==> config.mk <==
export PLATFORM = sky130hd
export DESIGN_NAME = mux_sel_arbiter
export DESIGN_NICKNAME = d
export VERILOG_FILES = /design/src/rtl/arb_defs.sv /design/src/rtl/rr_pick4.sv /design/src/rtl/mux_sel_arbiter.sv
export SDC_FILE = /design/constraint.sdc
export NUM_CORES = 1
export LEC_CHECK = 0
export BUFFER_PORTS_ARGS = -buffer_cell sky130_fd_sc_hd__buf_2
export CAP_MARGIN = 25
export CORE_MARGIN = 2
export CORE_UTILIZATION = 40
export DETAILED_ROUTE_END_ITERATION = 10
export SETUP_SLACK_MARGIN = 0.02
export SYNTH_ARGS = -nofsm -noshare
export SYNTH_HDL_FRONTEND = slang
export SYNTH_SLANG_ARGS = --single-unit
==> constraint.sdc <==
create_clock -name clk -period 3.6 [get_ports clk]
set_input_delay 0.18 -clock clk [delete_from_list [all_inputs] [get_ports clk]]
set_output_delay 0.18 -clock clk [all_outputs]
set_load 0.02 [all_outputs]
==> src/rtl/arb_defs.sv <==
// Shared definitions for the round-robin select arbiter in front of the 4:1 mux.
package arb_defs;

   localparam int NREQ  = 4;   // requester count, tied to the 4:1 mux width
   localparam int SEL_W = 2;   // mux select width
   localparam int CNT_W = 4;   // burst counter width

   // Saturation value of the burst counter (only reachable with lock held).
   localparam logic [CNT_W-1:0] CNT_MAX = 4'hF;

   // Arbiter state: IDLE has nothing presented, BUSY presents a word to the consumer.
   typedef enum logic {
      ST_IDLE = 1'b0,
      ST_BUSY = 1'b1
   } arb_state_e;

endpackage

==> src/rtl/rr_pick4.sv <==
// Rotating first-set-bit search over four requests, starting at index 'start'
// and wrapping mod 4. 'any' is low when no request bit is set.
module rr_pick4
   import arb_defs::*;
(
   input  logic [NREQ-1:0]  req,
   input  logic [SEL_W-1:0] start,
   output logic [SEL_W-1:0] idx,
   output logic             any
);

   // Scan from the farthest offset back to 'start' so the nearest hit wins.
   always_comb begin
      logic [SEL_W-1:0] cand;
      cand = '0;
      idx  = start;
      any  = 1'b0;
      for (int i = NREQ - 1; i >= 0; i--) begin
         cand = start + SEL_W'(i);
         if (req[cand]) begin
            idx = cand;
            any = 1'b1;
         end
      end
   end

endmodule

==> src/rtl/mux_sel_arbiter.sv <==
// Round-robin arbiter driving the select of the downstream 4:1 case mux.
// Holds sel stable under backpressure, pulses a one-hot gnt on each transfer,
// and limits back-to-back transfers per requester to MAX_BURST.
// Optional macro ARB_LOCK_EN adds a 'lock' input that lets the current
// requester keep the mux past MAX_BURST (burst_cnt saturates at 15).
//
// Handshake: a transfer happens in any cycle with out_valid=1 and out_ready=1;
// gnt[sel] is high exactly in that cycle. While out_valid=1 and out_ready=0,
// sel/out_valid/burst_cnt do not change. A requester keeps req high until its
// gnt bit pulses; req[sel] seen during the transfer cycle means "another beat".
module mux_sel_arbiter
   import arb_defs::*;
#(
   parameter int NREQ      = 4,
   parameter int MAX_BURST = 2,
   parameter int PTR_RST   = 0
) (
   input  logic             clk,
   input  logic             rst_n,
`ifdef ARB_LOCK_EN
   input  logic             lock,
`endif
   input  logic [3:0]       req,
   input  logic             out_ready,
   output logic [SEL_W-1:0] sel,
   output logic             out_valid,
   output logic [3:0]       gnt,
   output logic [CNT_W-1:0] burst_cnt
);

   // Elaboration-time legality checks on the parameters.
   if (NREQ != arb_defs::NREQ) begin : g_bad_nreq
      $error("mux_sel_arbiter: NREQ must be 4 to match the 4:1 mux");
   end
   if (MAX_BURST < 1 || MAX_BURST > 15) begin : g_bad_burst
      $error("mux_sel_arbiter: MAX_BURST must be in 1..15");
   end
   if (PTR_RST < 0 || PTR_RST > 3) begin : g_bad_ptr
      $error("mux_sel_arbiter: PTR_RST must be in 0..3");
   end

   localparam logic [SEL_W-1:0] PTR_INIT = SEL_W'(PTR_RST);
   localparam logic [CNT_W:0]   MAX_B    = (CNT_W + 1)'(MAX_BURST);

   arb_state_e       state_q, state_n;
   logic [SEL_W-1:0] sel_q, sel_n;
   logic [SEL_W-1:0] ptr_q, ptr_n;
   logic [CNT_W-1:0] burst_q, burst_n;

   logic [SEL_W-1:0] pick_start;
   logic [SEL_W-1:0] pick_idx;
   logic             pick_any;
   logic             xfer;
   logic             lock_keep;
   logic [CNT_W:0]   burst_inc;

   // IDLE searches from the pointer; BUSY searches from the slot after the winner.
   assign pick_start = (state_q == ST_IDLE) ? ptr_q : SEL_W'(sel_q + 2'd1);

   rr_pick4 u_pick (
      .req   (req),
      .start (pick_start),
      .idx   (pick_idx),
      .any   (pick_any)
   );

   assign xfer      = (state_q == ST_BUSY) && out_ready;
   assign burst_inc = {1'b0, burst_q} + (CNT_W + 1)'(1);

`ifdef ARB_LOCK_EN
   assign lock_keep = lock && req[sel_q];
`else
   assign lock_keep = 1'b0;
`endif

   // State, select, pointer and burst count registers.
   always_ff @(posedge clk or negedge rst_n) begin
      if (!rst_n) begin
         state_q <= ST_IDLE;
         sel_q   <= PTR_INIT;
         ptr_q   <= PTR_INIT;
         burst_q <= '0;
      end else begin
         state_q <= state_n;
         sel_q   <= sel_n;
         ptr_q   <= ptr_n;
         burst_q <= burst_n;
      end
   end

   // Next-state logic: start a burst from IDLE, hold under backpressure,
   // extend or rotate on each transfer.
   always_comb begin
      state_n = state_q;
      sel_n   = sel_q;
      ptr_n   = ptr_q;
      burst_n = burst_q;
      case (state_q)
         ST_IDLE: begin
            if (pick_any) begin
               sel_n   = pick_idx;
               burst_n = '0;
               state_n = ST_BUSY;
            end
         end
         ST_BUSY: begin
            if (xfer) begin
               if (lock_keep) begin
                  burst_n = (burst_q == CNT_MAX) ? CNT_MAX : burst_inc[CNT_W-1:0];
               end else if (req[sel_q] && (burst_inc < MAX_B)) begin
                  burst_n = burst_inc[CNT_W-1:0];
               end else begin
                  // Rotation: the search starts after the winner, so it only
                  // comes back to the same requester when nobody else asks.
                  ptr_n   = SEL_W'(sel_q + 2'd1);
                  burst_n = '0;
                  if (pick_any) begin
                     sel_n = pick_idx;
                  end else begin
                     state_n = ST_IDLE;
                  end
               end
            end
         end
         default: begin
            state_n = ST_IDLE;
         end
      endcase
   end

   assign sel       = sel_q;
   assign out_valid = (state_q == ST_BUSY);
   assign burst_cnt = burst_q;
   assign gnt       = xfer ? (4'b0001 << sel_q) : 4'b0000;

endmodule
=== Word level (Yosys, flattened, before mapping) ===
Index checks and enable logic that the tools add are counted.

* Add/sub/neg operators: 5
* Multipliers: 0
* Divide/modulo/power cells: 0
* Order comparisons: 6
* Equal/unequal tests: 3
* Shift-type cells: 1
* Multiplexer cells: 32
* Bitwise logic cells: 2
* Reduce and logical (&&, ||, !) cells: 5

{| class="wikitable"
|+ Operators by type and width
! cell !! count
|-
| $mux 2 || 8
|-
| $mux 4 || 4
|-
| $lt 2x3->1 const B || 5
|-
| $mux 1 || 12
|-
| $bmux 1 s2 || 5
|-
| $pmux 4 s2 || 1
|-
| $add 4x1->5 const B || 1
|-
| $lt 5x2->1 const B || 1
|-
| $add 2x1->2 const B || 2
|-
| $add 2x2->2 const B || 2
|-
| $ne 2x2->1 const B || 2
|-
| $pmux 2 s2 || 1
|-
| $reduce_and 2->1 || 2
|-
| $shl 1x2->4 const A || 1
|-
| $reduce_and 3->1 || 1
|-
| $logic_and 1x1->1 || 2
|-
| $ne 2x1->1 const B || 1
|-
| $not 1->1 || 2
|-
| $pmux 1 s2 || 1
|}

* Flip-flop bits (word level): 9
* Bits in latches: 0
* Memory bits (writable): 0
* ROM bits: 0
* Word-level logic and storage cells: 58
* Memories: 0

=== Logic depth before layout (Yosys ltp) ===
* Depth after elaboration: 13
* Mapped depth: 7
* Gate-level depth less buffers: 7

=== By module ===
Synthesis repeated with hierarchy kept, for this count alone.

* Cells, all modules: 66
* Area, all modules: 663.1 um^2

{| class="wikitable"
|+ Modules (own cells, without submodules)
! module !! instances !! cells an instance !! area each (um^2)
|-
| mux_sel_arbiter || 1 || 50 || 563.0
|-
| rr_pick4 || 1 || 16 || 100.1
|}

=== Worst setup path after synthesis ===
OpenSTA, ideal clock, no wires.

* Path type: reg2reg
* Start point: register sel_q[0], in the netlist sel[0]
* End point: register sel_q[0], in the netlist sel[0]
* Library setup time: 0.079 ns
* Arrival time: 1.705 ns
* Data required time: 3.521 ns
* Setup slack: 1.815 ns
* Cell stages (with the launch flop): 8
* Buffers on the path: 0
* Period minus slack after synthesis: 1.785 ns
* Cells stage by stage: dfrtp_1 > inv_1 > ha_1 > mux2i_1 > nand2_1 > a2bb2oi_1 > o221ai_1 > mux2i_1

* Cells in the longest elaborated chain, start to end: 13
* Elaborated cells on any way between the ends: 30

{| class="wikitable"
|+ Ends and longest elaborated chain
! item !! line !! text
|-
| start: declaration || mux_sel_arbiter.sv:46 || <nowiki>logic [SEL_W-1:0] sel_q, sel_n;</nowiki>
|-
| start signal: assignment || mux_sel_arbiter.sv:85 || <nowiki>sel_q <= sel_n;</nowiki>
|-
| $add 2x1->2 || mux_sel_arbiter.sv:58 || <nowiki>assign pick_start = (state_q == ST_IDLE) ? ptr_q : SEL_W'(sel_q + 2'd1);</nowiki>
|-
| $mux 2 || mux_sel_arbiter.sv:58 ||
|-
| $add 2x2->2 || rr_pick4.sv:19 || <nowiki>cand = start + SEL_W'(i);</nowiki>
|-
| $bmux 1 s2 || rr_pick4.sv:20 || <nowiki>if (req[cand]) begin</nowiki>
|-
| $mux 1 (implied by the code) || rr_pick4.sv:20 ||
|-
| $mux 2 / $mux 1 (equally long branches) (4 in series) || rr_pick4.sv:20 ||
|-
| $mux 2 || mux_sel_arbiter.sv:100, mux_sel_arbiter.sv:117 ||
|-
| $mux 2 || mux_sel_arbiter.sv:110 || <nowiki>end else if (req[sel_q] && (burst_inc < MAX_B)) begin</nowiki>
|-
| $mux 2 || mux_sel_arbiter.sv:107 || <nowiki>if (xfer) begin</nowiki>
|-
| $pmux 2 s2 || mux_sel_arbiter.sv:98 || <nowiki>case (state_q)</nowiki>
|}

Several ways; a longest one is shown, not always the timed one. The select of a mux whose other input is x is not followed.
A chain may end at the register's enable or synchronous reset.

=== Worst setup path after layout ===
Same ends and word-level chain as after synthesis.

==> flow_metrics.tcl <==
set metrics [dict create \
    io_buffers 17 \
    vias 537 \
    r2r-end "sel[0]$_DFFE_PN0P_" \
    relSlewSlack 0.697 \
    fin_worst_skew_ns 0.000397 \
    synth_cells 63 \
    syn_avg_cell_area_um2 9.95 \
    place.gp.congestion 0.788 \
    synthTopCellsByCount "9 x dfrtp_1, 7 x nand2_1, 5 x and3_1, 5 x ha_1, 5 x mux2i_1" \
    crit_chain "inv_1 -> ha_1 -> mux2i_1 -> nand2_1 -> a2bb2oi_1 -> o221ai_1 -> mux2i_1" \
    fin_nets 97 \
    power_leakage_uw 0.000419 \
    vias_per_cell 5.37 \
    worstSetupStartpointType "register" \
    tns_ns 0 \
    dp_hpwl_um 1040 \
    worst_slew_pin_slew_ns 0.441 \
    cts_tree "yes" \
    synth-main-ff-cell "dfrtp_1" \
    power_density_nw_per_um2 673 \
    grt_pass1_wl_um 2370 \
    min_path_cells 3 \
    setup_violations 0 \
    num-fill-cells 143 \
    drv_slew 0 \
    max_stage_delay_ns 0.46 \
    min_from "req[3]" \
    fin_cells 100 \
    netlist_area_um2 627 \
    cp_slowest_cell "dfrtp_1" \
    required_ns 3.78 \
    die_y_um 43.6 \
    min_period_ns 1.95 \
    ir_drop_v 0.000295 \
    crit_fanout 6 \
    io-pin-count 18 \
    grt_usage 0.169 \
    grt_setup_unrepaired "no" \
    synth-seq-cells 9 \
    synth_mux_area_frac 0.158 \
    path_common_cell "mux2i_1" \
    cts_buffers 3 \
    fp.dieW_um 43.6 \
    n_antenna_cell 0 \
    drt_pass1_iterations 4 \
    async_flop_share 1.00 \
    min_period_over_period 0.543 \
    cts_sinks 9 \
    hold_path_class "in2reg" \
    crit_type "reg2reg" \
    yosysMostFrequentCell "dfrtp_1" \
    core_area_um2 1490 \
    crit_buf_inv 1 \
    grt_pass1_vias 534 \
    drive_above_1_share 0.298 \
    regArea_um2 225 \
    clk_pin_slew_ns 0.06 \
    r2r_setup_slack_ns 1.65 \
    cts_root_buffer "clkbuf_4" \
    synth_simple_gate_area_frac 0.238 \
    ant_nets 0 \
    fin_hold_ws_ns 0.206 \
    clk_path_buf_depth 2 \
    synth_seq_area_share 0.359 \
    critPathArrivalTime_ns 2.14 \
    crit_family "multiplexers" \
    yosys.area_share.adder 0.0998 \
    worstReg2RegStart "sel[0]$_DFFE_PN0P_" \
    post_drt_wl_per_cell_um 13.0 \
    dieArea_um2 1900 \
    synth_nets 75 \
    cp-end-kind "register" \
    synth_edf_count 0 \
    placed_cells 95 \
    cp.depth 7 \
    multi_input_area_um2 385 \
    grt_max_degree 13 \
    max_freq_ghz 0.512 \
    cts_max_level 1 \
    start_util 0.421 \
    timing.final.hold_violations 0 \
    rr_worst_depth 7 \
    overflow 0 \
    setup.worst_path.start "sel[0]$_DFFE_PN0P_" \
    wl_um 1300 \
    first_iter_violations 9 \
    yosys-top-cells-area "dfrtp_1 36%, ha_1 10%, mux2i_1 8.0%, and3_1 5.0%, nand2_1 4.2%" \
    drc_errors 0 \
    synth_warnings 0 \
    worst_skew_pair.late_latency_ns 0.26 \
    status "finished clean" \
    core.rowCount 14 \
    yosysUniqueCellTypes 24 \
    synth_top_area_frac 0.359 \
    synth-compound-area-share 0.120 \
    max_cap_violations 0 \
    antenna_found_initial 0 \
    endpoint "sel[0]$_DFFE_PN0P_" \
    synth_top_family_by_area "simple AND/OR/NAND/NOR gates" \
    power_uw 514 \
    synth_top_area_cell "dfrtp_1" \
    area_delta_synth_final_pct 21.8 \
    synth_xor_area_frac 0 \
]
-- worst reg2reg max path, cell delays in order (launching register included) --
cell and delay (ns):
dfrtp_1 0.46, inv_1 0.14, ha_1 0.32, mux2i_1 0.38
nand2_1 0.10, a2bb2oi_1 0.17, o221ai_1 0.14, mux2i_1 0.16
-- cells in the final DEF, fill, tap and decap left out --
| cell type | synthesis | final |
|---|---|---|
| ha_1 | 5 | 5 |
| o41ai_2 | 1 | 1 |
| buf_2 | 1 | 17 |
| inv_1 | 3 | 3 |
| nand2b_1 | 2 | 2 |
| a21oi_1 | 3 | 3 |
| mux2_1 | 2 | 2 |
| mux2_2 | 1 | 1 |
| nor2_1 | 3 | 3 |
| a22o_1 | 1 | 1 |
| and3_1 | 5 | 5 |
| and2_1 | 4 | 4 |
| nor3_1 | 1 | 1 |
| nand3_1 | 1 | 1 |
| o31ai_1 | 1 | 1 |
| mux2i_1 | 5 | 5 |
| nand2_1 | 7 | 7 |
| a2bb2oi_1 | 1 | 1 |
| dfrtp_1 | 9 | 9 |
| dlygate4sd3_1 | 0 | 1 |
| o21ai_0 | 2 | 2 |
| nor4_2 | 2 | 2 |
| and2b_1 | 1 | 1 |
| clkbuf_4 | 0 | 3 |
| mux2_4 | 1 | 1 |
| o221ai_1 | 1 | 1 |
| clkbuf_1 | 0 | 1 |
-- cell families (layout without fill, tap and decap cells) --
family	count (synthesis)	in the layout
mux	9	9
buf+inv	4	25
compound gates	10	10
simple gates	26	26
fa+ha+maj	5	5
flops	9	9
-- worst min-delay path by stage --
stage and endpoint:
5_1_grt out_valid$_DFF_PN0_, 3_3_place_gp burst_cnt[1]$_DFFE_PN0P_, 6_report out_valid$_DFF_PN0_, 3_5_place_dp burst_cnt[1]$_DFFE_PN0P_, 2_1_floorplan burst_cnt[0]$_DFFE_PN0P_, 4_1_cts out_valid$_DFF_PN0_
-- registers in the layout, indices dropped and copies added (netlist names) --
| name | flops |
|---|---|
| sel | 2 |
| out_valid | 1 |
| burst_cnt | 4 |
| ptr_q | 2 |
-- layer usage --
layer	GRT usage	part of all wire	vias up
li1	-	-	272
met1	0.226	0.49	247
met2	0.259	0.46	16
met3	0.0292	0.036	2
met4	0.0909	0.013	0
met5	0	0	-
-- cell type report --
cell class / instances / area share
multi-input combinational: 50 / 0.505
sequential: 9 / 0.295
timing repair buffer: 18 / 0.125
clock buffer: 4 / 0.0344
tap: 16 / 0.0262
inverter: 3 / 0.0148
-- power by group --
group | switching (uW) | internal [uW]
clock network | 35.0 | 42.7
logic | 152 | 118
registers | 34.9 | 130
-- per-stage QoR --
stage	utilization	area, um^2	worst slack (ns)
2_1_floorplan	-	627	1.82
3_3_place_gp	0.488	727	1.72
3_5_place_dp	0.488	727	1.69
4_1_cts	0.513	763	1.67
5_1_grt	0.513	763	1.46
6_report	0.513	763	1.65
-- repair_timing --
action                                  in CTS  in global routing
gates resized for setup                      0                  0
hold buffers                                 1                  0
setup buffers                                0                  0
endpoints found under the setup margin       0                  0
hold endpoints to repair                     9                  0
No activity file was read; power rests on OpenSTA's default activity.
